$ cat config.mk
export PLATFORM = sky130hd
export DESIGN_NAME = fp_unpack_pipe
export DESIGN_NICKNAME = d
export VERILOG_FILES = /design/src/rtl/fp_unpack_pipe.sv
export SDC_FILE = /design/constraint.sdc
export NUM_CORES = 1
export LEC_CHECK = 0
export ABC_CLOCK_PERIOD_IN_PS = 2200
export CORE_MARGIN = 2
export CORE_UTILIZATION = 45
export DETAILED_ROUTE_END_ITERATION = 10
export GPL_TIMING_DRIVEN = 0
export PLACE_DENSITY = 0.72
export SLEW_MARGIN = 20
export SYNTH_ARGS = -nofsm -noshare
export SYNTH_HDL_FRONTEND = slang
export SYNTH_SLANG_ARGS = --single-unit
export TNS_END_PERCENT = 10
$ cat constraint.sdc
create_clock -name clk -period 2.2 [get_ports clk]
set_input_delay 0.22 -clock clk [delete_from_list [all_inputs] [get_ports clk]]
set_output_delay 0.22 -clock clk [all_outputs]
set_load 0.01 [all_outputs]
$ cat src/rtl/fp_unpack_pipe.sv
// IEEE-754 operand-pair unpacker: splits A and B into sign, exponent, significand
// with explicit hidden bit and class code, behind a 2-entry skid buffer.
module fp_unpack_pipe #(
    parameter int unsigned EXP_W      = 8,
    parameter int unsigned MAN_W      = 23,
    parameter bit          SUBNORM_EN = 1'b1
) (
    input  logic                 clk,
    input  logic                 rst_n,
    input  logic                 in_valid,
    output logic                 in_ready,
    input  logic [EXP_W+MAN_W:0] a,
    input  logic [EXP_W+MAN_W:0] b,
    output logic                 out_valid,
    input  logic                 out_ready,
    output logic [MAN_W:0]       a_m,
    output logic [EXP_W-1:0]     a_e,
    output logic                 a_s,
    output logic [3:0]           a_cls,
    output logic [MAN_W:0]       b_m,
    output logic [EXP_W-1:0]     b_e,
    output logic                 b_s,
    output logic [3:0]           b_cls
);

    localparam int unsigned W      = 1 + EXP_W + MAN_W;
    localparam int unsigned OP_W   = 4 + 1 + EXP_W + MAN_W + 1;
    localparam int unsigned PAIR_W = 2 * OP_W;

    typedef enum logic [1:0] {
        S_EMPTY = 2'd0,
        S_ONE   = 2'd1,
        S_FULL  = 2'd2
    } state_t;

    // Decoded operand packed as {cls, s, e, m}
    function automatic logic [OP_W-1:0] decode(input logic [W-1:0] x);
        logic             s;
        logic [EXP_W-1:0] e;
        logic [MAN_W-1:0] f;
        logic [EXP_W-1:0] e_o;
        logic [MAN_W:0]   m_o;
        logic [3:0]       cls;
        s   = x[W-1];
        e   = x[W-2 -: EXP_W];
        f   = x[MAN_W-1:0];
        e_o = e;
        m_o = {1'b1, f};
        cls = 4'b0000;
        if (e == '0) begin
            if (f != '0 && SUBNORM_EN) begin
                m_o = {1'b0, f};
                e_o = EXP_W'(1);
                cls = 4'b0010;
            end else begin
                m_o = '0;
                e_o = '0;
                cls = 4'b0001;
            end
        end else if (&e) begin
            cls = (f == '0) ? 4'b0100 : 4'b1000;
        end
        return {cls, s, e_o, m_o};
    endfunction

    state_t              state_q, state_d;
    logic [PAIR_W-1:0]   out_q, out_d;
    logic [PAIR_W-1:0]   skid_q, skid_d;
    logic                out_valid_q, out_valid_d;
    logic                in_ready_q, in_ready_d;
    logic [PAIR_W-1:0]   dec_c;
    logic                accept_c;
    logic                emit_c;

    assign dec_c    = {decode(a), decode(b)};
    assign accept_c = in_valid && in_ready_q;
    assign emit_c   = out_valid_q && out_ready;

    // Skid-buffer next state and data movement
    always_comb begin
        state_d = state_q;
        out_d   = out_q;
        skid_d  = skid_q;
        unique case (state_q)
            S_EMPTY: begin
                if (accept_c) begin
                    out_d   = dec_c;
                    state_d = S_ONE;
                end
            end
            S_ONE: begin
                if (accept_c && emit_c) begin
                    out_d = dec_c;
                end else if (accept_c) begin
                    skid_d  = dec_c;
                    state_d = S_FULL;
                end else if (emit_c) begin
                    state_d = S_EMPTY;
                end
            end
            S_FULL: begin
                if (emit_c) begin
                    out_d   = skid_q;
                    state_d = S_ONE;
                end
            end
            default: state_d = S_EMPTY;
        endcase
        out_valid_d = (state_d != S_EMPTY);
        in_ready_d  = (state_d != S_FULL);
    end

    always_ff @(posedge clk or negedge rst_n) begin
        if (!rst_n) begin
            state_q     <= S_EMPTY;
            out_q       <= '0;
            skid_q      <= '0;
            out_valid_q <= 1'b0;
            in_ready_q  <= 1'b1;
        end else begin
            state_q     <= state_d;
            out_q       <= out_d;
            skid_q      <= skid_d;
            out_valid_q <= out_valid_d;
            in_ready_q  <= in_ready_d;
        end
    end

    assign out_valid = out_valid_q;
    assign in_ready  = in_ready_q;
    assign {a_cls, a_s, a_e, a_m, b_cls, b_s, b_e, b_m} = out_q;

endmodule

# Yosys cells after proc, flatten, opt, wreduce, memory -nomap -nowiden
# Cells that the tools add are included.
# word_totals
regBits,152
output_inout_bits,76
# op_classes
n_eq_ne,6
muxes,26
bitwise_logic,1
n_reduce_logical,16
# ops
op,count
74-bit 2-to-1 mux,3
74-bit case mux with 3 select lines,1
24-bit 2-to-1 mux,2
23-bit zero test,2
23-bit 2-to-1 mux,2
23-bit nonzero test,2
4-bit 2-to-1 mux,6
8-bit zero test,2
8-bit 2-to-1 mux,2
8-bit AND reduction,2
2-bit 2-to-1 mux,7
2-bit != test (second input constant),4
2-bit case mux with 3 select lines,1
4-bit AND reduction,1
1-bit logical AND,3
3-bit AND reduction,1
3-bit nonzero test,1
2-bit by 1-bit equality test with 1-bit output (second input constant),1
2-bit equality test (second input constant),1
2-bit zero test,1
1-bit 2-to-1 mux,2
2-bit nonzero test,1
1-bit inverter,1

# Depth between registers and ports, before layout
# logic_depth
word_depth,6
mapped_depth,7
depth_no_buf,4

# Least setup slack after synthesis
# No wires, ideal clock.
# synth_path
kind,register to register
startpoint,"register in_ready_q, in the netlist in_ready"
endpoint,register out_q[23]
t_arrival_ns,1.517
path_slack_ns,0.558
path_stages_with_launch,5
n_path_buf,1
path_cell_list,dfstp_2 > nand2_1 > o31ai_4 > buf_2 > mux2_2
# synth_between
elab_chain_cells,4
# synth_rtl
element,line_no,source
start: declaration,70,"logic in_ready_q, in_ready_d;"
start signal: assignment,125,in_ready_q <= in_ready_d;
1-bit logical AND *,76,assign accept_c = in_valid && in_ready_q;
1-bit logical AND,92,if (accept_c && emit_c) begin
2-bit != test (no source line),n/a,
4-bit AND reduction (no source line) *,n/a,
end signal: assignment,122,out_q <= out_d;
end: declaration,67,"logic [PAIR_W-1:0] out_q, out_d;"
# Every way passes the cells marked *; elsewhere a longest branch is shown, timed or not.
# A chain may end at the register's enable or synchronous reset.

# Worst setup path after layout
# layout_path
startpoint,register state_q[1]
endpoint,register out_q[60]
# layout_between
elab_chain_cells,3
# layout_rtl
element,line_no,source
start: declaration,66,"state_t state_q, state_d;"
start signal: assignment,121,state_q <= state_d;
"2-bit by 1-bit equality test with 1-bit output, or another cell as far along",84,unique case (state_q)
2-bit != test (no source line) or 3-bit nonzero test (tied branches),n/a,
4-bit AND reduction (no source line),n/a,
# Parallel ways exist; a longest one is shown, timed or not.

==> impl_results.md <==
- Cell area after placement: approximately 0.0082 sq mm
- Total grt overflow: 0
- Initial antenna violation count: 0
- Post-DP HPWL: ~12 mm
- Final setup violation count: 0
- CP Capture Type: register
- Avg WL per Cell: 15.9 microns
- Die W: around 120 microns
- Worst Setup SP: state_q[1]
- Reg2Reg Setup Slack: approximately 0.25 ns
- Placement Setup Slack: -0.00153 ns
- Worst Reg2Reg Path Length in Cells: 6
- Drt total wl: around 18 mm
- CTS tree: built
- Remaining DRCs: 0
- Post-Syn Nets: slightly above 800
- Largest net degree at the start of global routing: 87
- Via density per instance: 5.19
- WS Path Type: register to register
- Ys Warns: 0
- Clk_skew: roughly 0.0065 ns
- Initial Utilization: 0.465
- Area Growth Syn to Fin: 35.3%
- Clk slew on worst S/H paths: 0.06 ns
- Post-Syn Instances: 755
- P_leak: slightly below 4 nW
- Startpoint types: register
- Nets: between 900 and 1k
- Share of cells above drive strength 1: 0.0579
- 1st-iter DRT viols: slightly below 500
- CP arrival: about 2.3 ns
- Vias in the first global route: 5633
- Slew Limit Fails: 0
- # rows: 43
- CP Max Fanout: 10
- Pwr per Cell Area: roughly 1400 mW/mm^2
- DRT antenna net count: 0
- Clock root buffer: clkbuf_16
- Core box area: around 0.014 sq mm
- Worst-Skew Late Latency: between 0.4 and 0.5 ns
- VDD IR max: approximately 0.61 mV
- Design Area, Final: roughly 0.009 sq mm
- 1st-pass router iterations: 5
- Worst min-delay path category: primary input to asynchronous set/reset pin
- Vias: roughly 5.8k
- GRT Util Overall: 0.233
- H-tree depth: 4
- Setup TNS: 0 ns
- Post-CTS Setup Bufs: 0
- Critical Path RT: around 2.5 ns
- DIE AREA: between 0.015 and 0.02 sq mm
- Max_cap viols: 0
- Final hold violations: 0
- Die Height: 124 microns
- FF-to-FF End: out_q[60]
- Routability cong.: between 0.8 and 0.9
- Number of synthesized register bits: 152
- Min Clock Period, post-route: 1.95 ns
- Post-synthesis cell area: 0.00650 sq mm
- Status: completed
- # hold bufs at CTS: 1
- Mean post-synth cell area: about 8.6 sq um
- Worst slew margin relative to its limit: 0.587
- I/O Pins: about 140
- First-pass GRT wire length: 28.9 mm
- RSZ-0062 raised after global routing: no
- Clock tree buffer depth: 2
- Reg-to-reg critical path startpoint: state_q[1]
- Achievable Freq: ~500 MHz
- Final WS setup: roughly 0.25 ns
- Sequential-to-total area share from yosys stat: 0.585
- Post-cts resize count: 0
- Final Cycle Share: 0.888
- Cts bufs inserted: 17
- Diodes inserted: 0
- Slew @ Worst Pin: a little over 0.6 ns
- Distinct cell type count after synthesis: 30
- I/O Buffers: 143
- TritonCTS Sinks: roughly 150
## worst max-delay path by stage
stage           endpoint  cells after the start
2_1_floorplan  out_q[23]                      4
3_3_place_gp    out_q[7]                      1
3_5_place_dp    out_q[0]                      6
4_1_cts        out_q[39]                      5
5_1_grt        out_q[60]                      6
6_report       out_q[60]                      6
## critical path, stage by stage (launching register included)
cell and delay (ns):
dfrtp_1 0.35, buf_2 0.17, nand2b_1 0.08, clkbuf_1 0.37, clkbuf_1 0.43, a21oi_1 0.15
mux2_2 0.28
## layout by cell type (no fill, tap or decap), types with 7 or more instances in the layout
| cell type | count |
|---|---|
| nor4_1 | 10 |
| o21ai_0 | 13 |
| dfrtp_1 | 151 |
| clkdlybuf4s50_1 | 142 |
| a31oi_1 | 65 |
| buf_2 | 13 |
| nand2_1 | 327 |
| and2_1 | 9 |
| a21oi_1 | 7 |
| clkbuf_1 | 35 |
| nor2_1 | 77 |
| clkbuf_16 | 17 |
| mux2i_1 | 8 |
## final cells by class
cell class,count,area (sq um)
sequential,152,3800
multi-input combinational,554,2490
clock buffer,25,505
clock inverter,7,90.1
timing repair buffer,145,1470
buffer,48,208
fill,1237,5190
tap,180,225
inverter,1,3.75
## flip-flops by register name, summed over array words and instances, names as in the netlist
register,count
out_q,74
skid_q,74
state_q,2
in_ready,1
out_valid,1
## routing by layer
metal,vias up,wire length (microns),GRT usage
met5,-,0,0
met4,0,337,0.0859
met2,160,8360,0.363
met1,2778,8120,0.328
li1,2811,-,-
met3,23,824,0.0430
## where the power goes
group	switching (mW)	total [mW]	internal (mW)
registers	0.664	4.65	3.98
clock network	1.09	2.91	1.82
logic	2.34	4.40	2.07
## stage by stage
step	hold WS [ns]	cells	utilization	total power, mW
final	0.341	1112	0.629	12.0
after global routing	0.379	1112	0.629	12.7
after CTS	0.352	1112	0.629	12.0
after detailed placement	0.202	1079	0.586	9.11
after global placement	0.456	1078	0.583	8.98
after floorplan	-0.0756	755	-	6.90
## synthesized netlist by cell type
library cell | instances | share of area
mux2i_1 | 8 | 0.012
a21o_1 | 1 | 0.0012
or2_2 | 2 | 0.0019
nand3_1 | 4 | 0.0031
nor2b_1 | 1 | 0.00096
dfrtp_1 | 151 | 0.58
dfstp_2 | 1 | 0.0040
and3b_1 | 1 | 0.0013
clkbuf_1 | 32 | 0.018
o31ai_4 | 1 | 0.0033
nor3_1 | 2 | 0.0015
nand2b_1 | 1 | 0.00096
nand4_1 | 6 | 0.0058
inv_1 | 1 | 0.00058
mux2_2 | 2 | 0.0035
and2_1 | 9 | 0.0087
buf_2 | 13 | 0.010
a21oi_1 | 7 | 0.0054
o22ai_1 | 3 | 0.0029
buf_4 | 3 | 0.0035
o21ai_1 | 6 | 0.0046
a31oi_1 | 65 | 0.063
nand4b_1 | 1 | 0.0013
o21ai_0 | 13 | 0.010
o21a_1 | 2 | 0.0023
nor2_1 | 77 | 0.044
nand2_1 | 327 | 0.19
nor4_1 | 10 | 0.0096
a21boi_2 | 1 | 0.0017
or4_1 | 4 | 0.0046
## logic make-up (layout without fill, tap and decap cells)
group | Yosys count | after routing | share of synthesized area
muxes | 10 | 10 | 0.0158
buffers and inverters | 49 | 226 | 0.0325
and+or+nand+nor | 445 | 445 | 0.273
AOI/OAI and AO/OA | 99 | 99 | 0.0939
DFF | 152 | 152 | 0.585
Power figures use the tool's default switching activity.
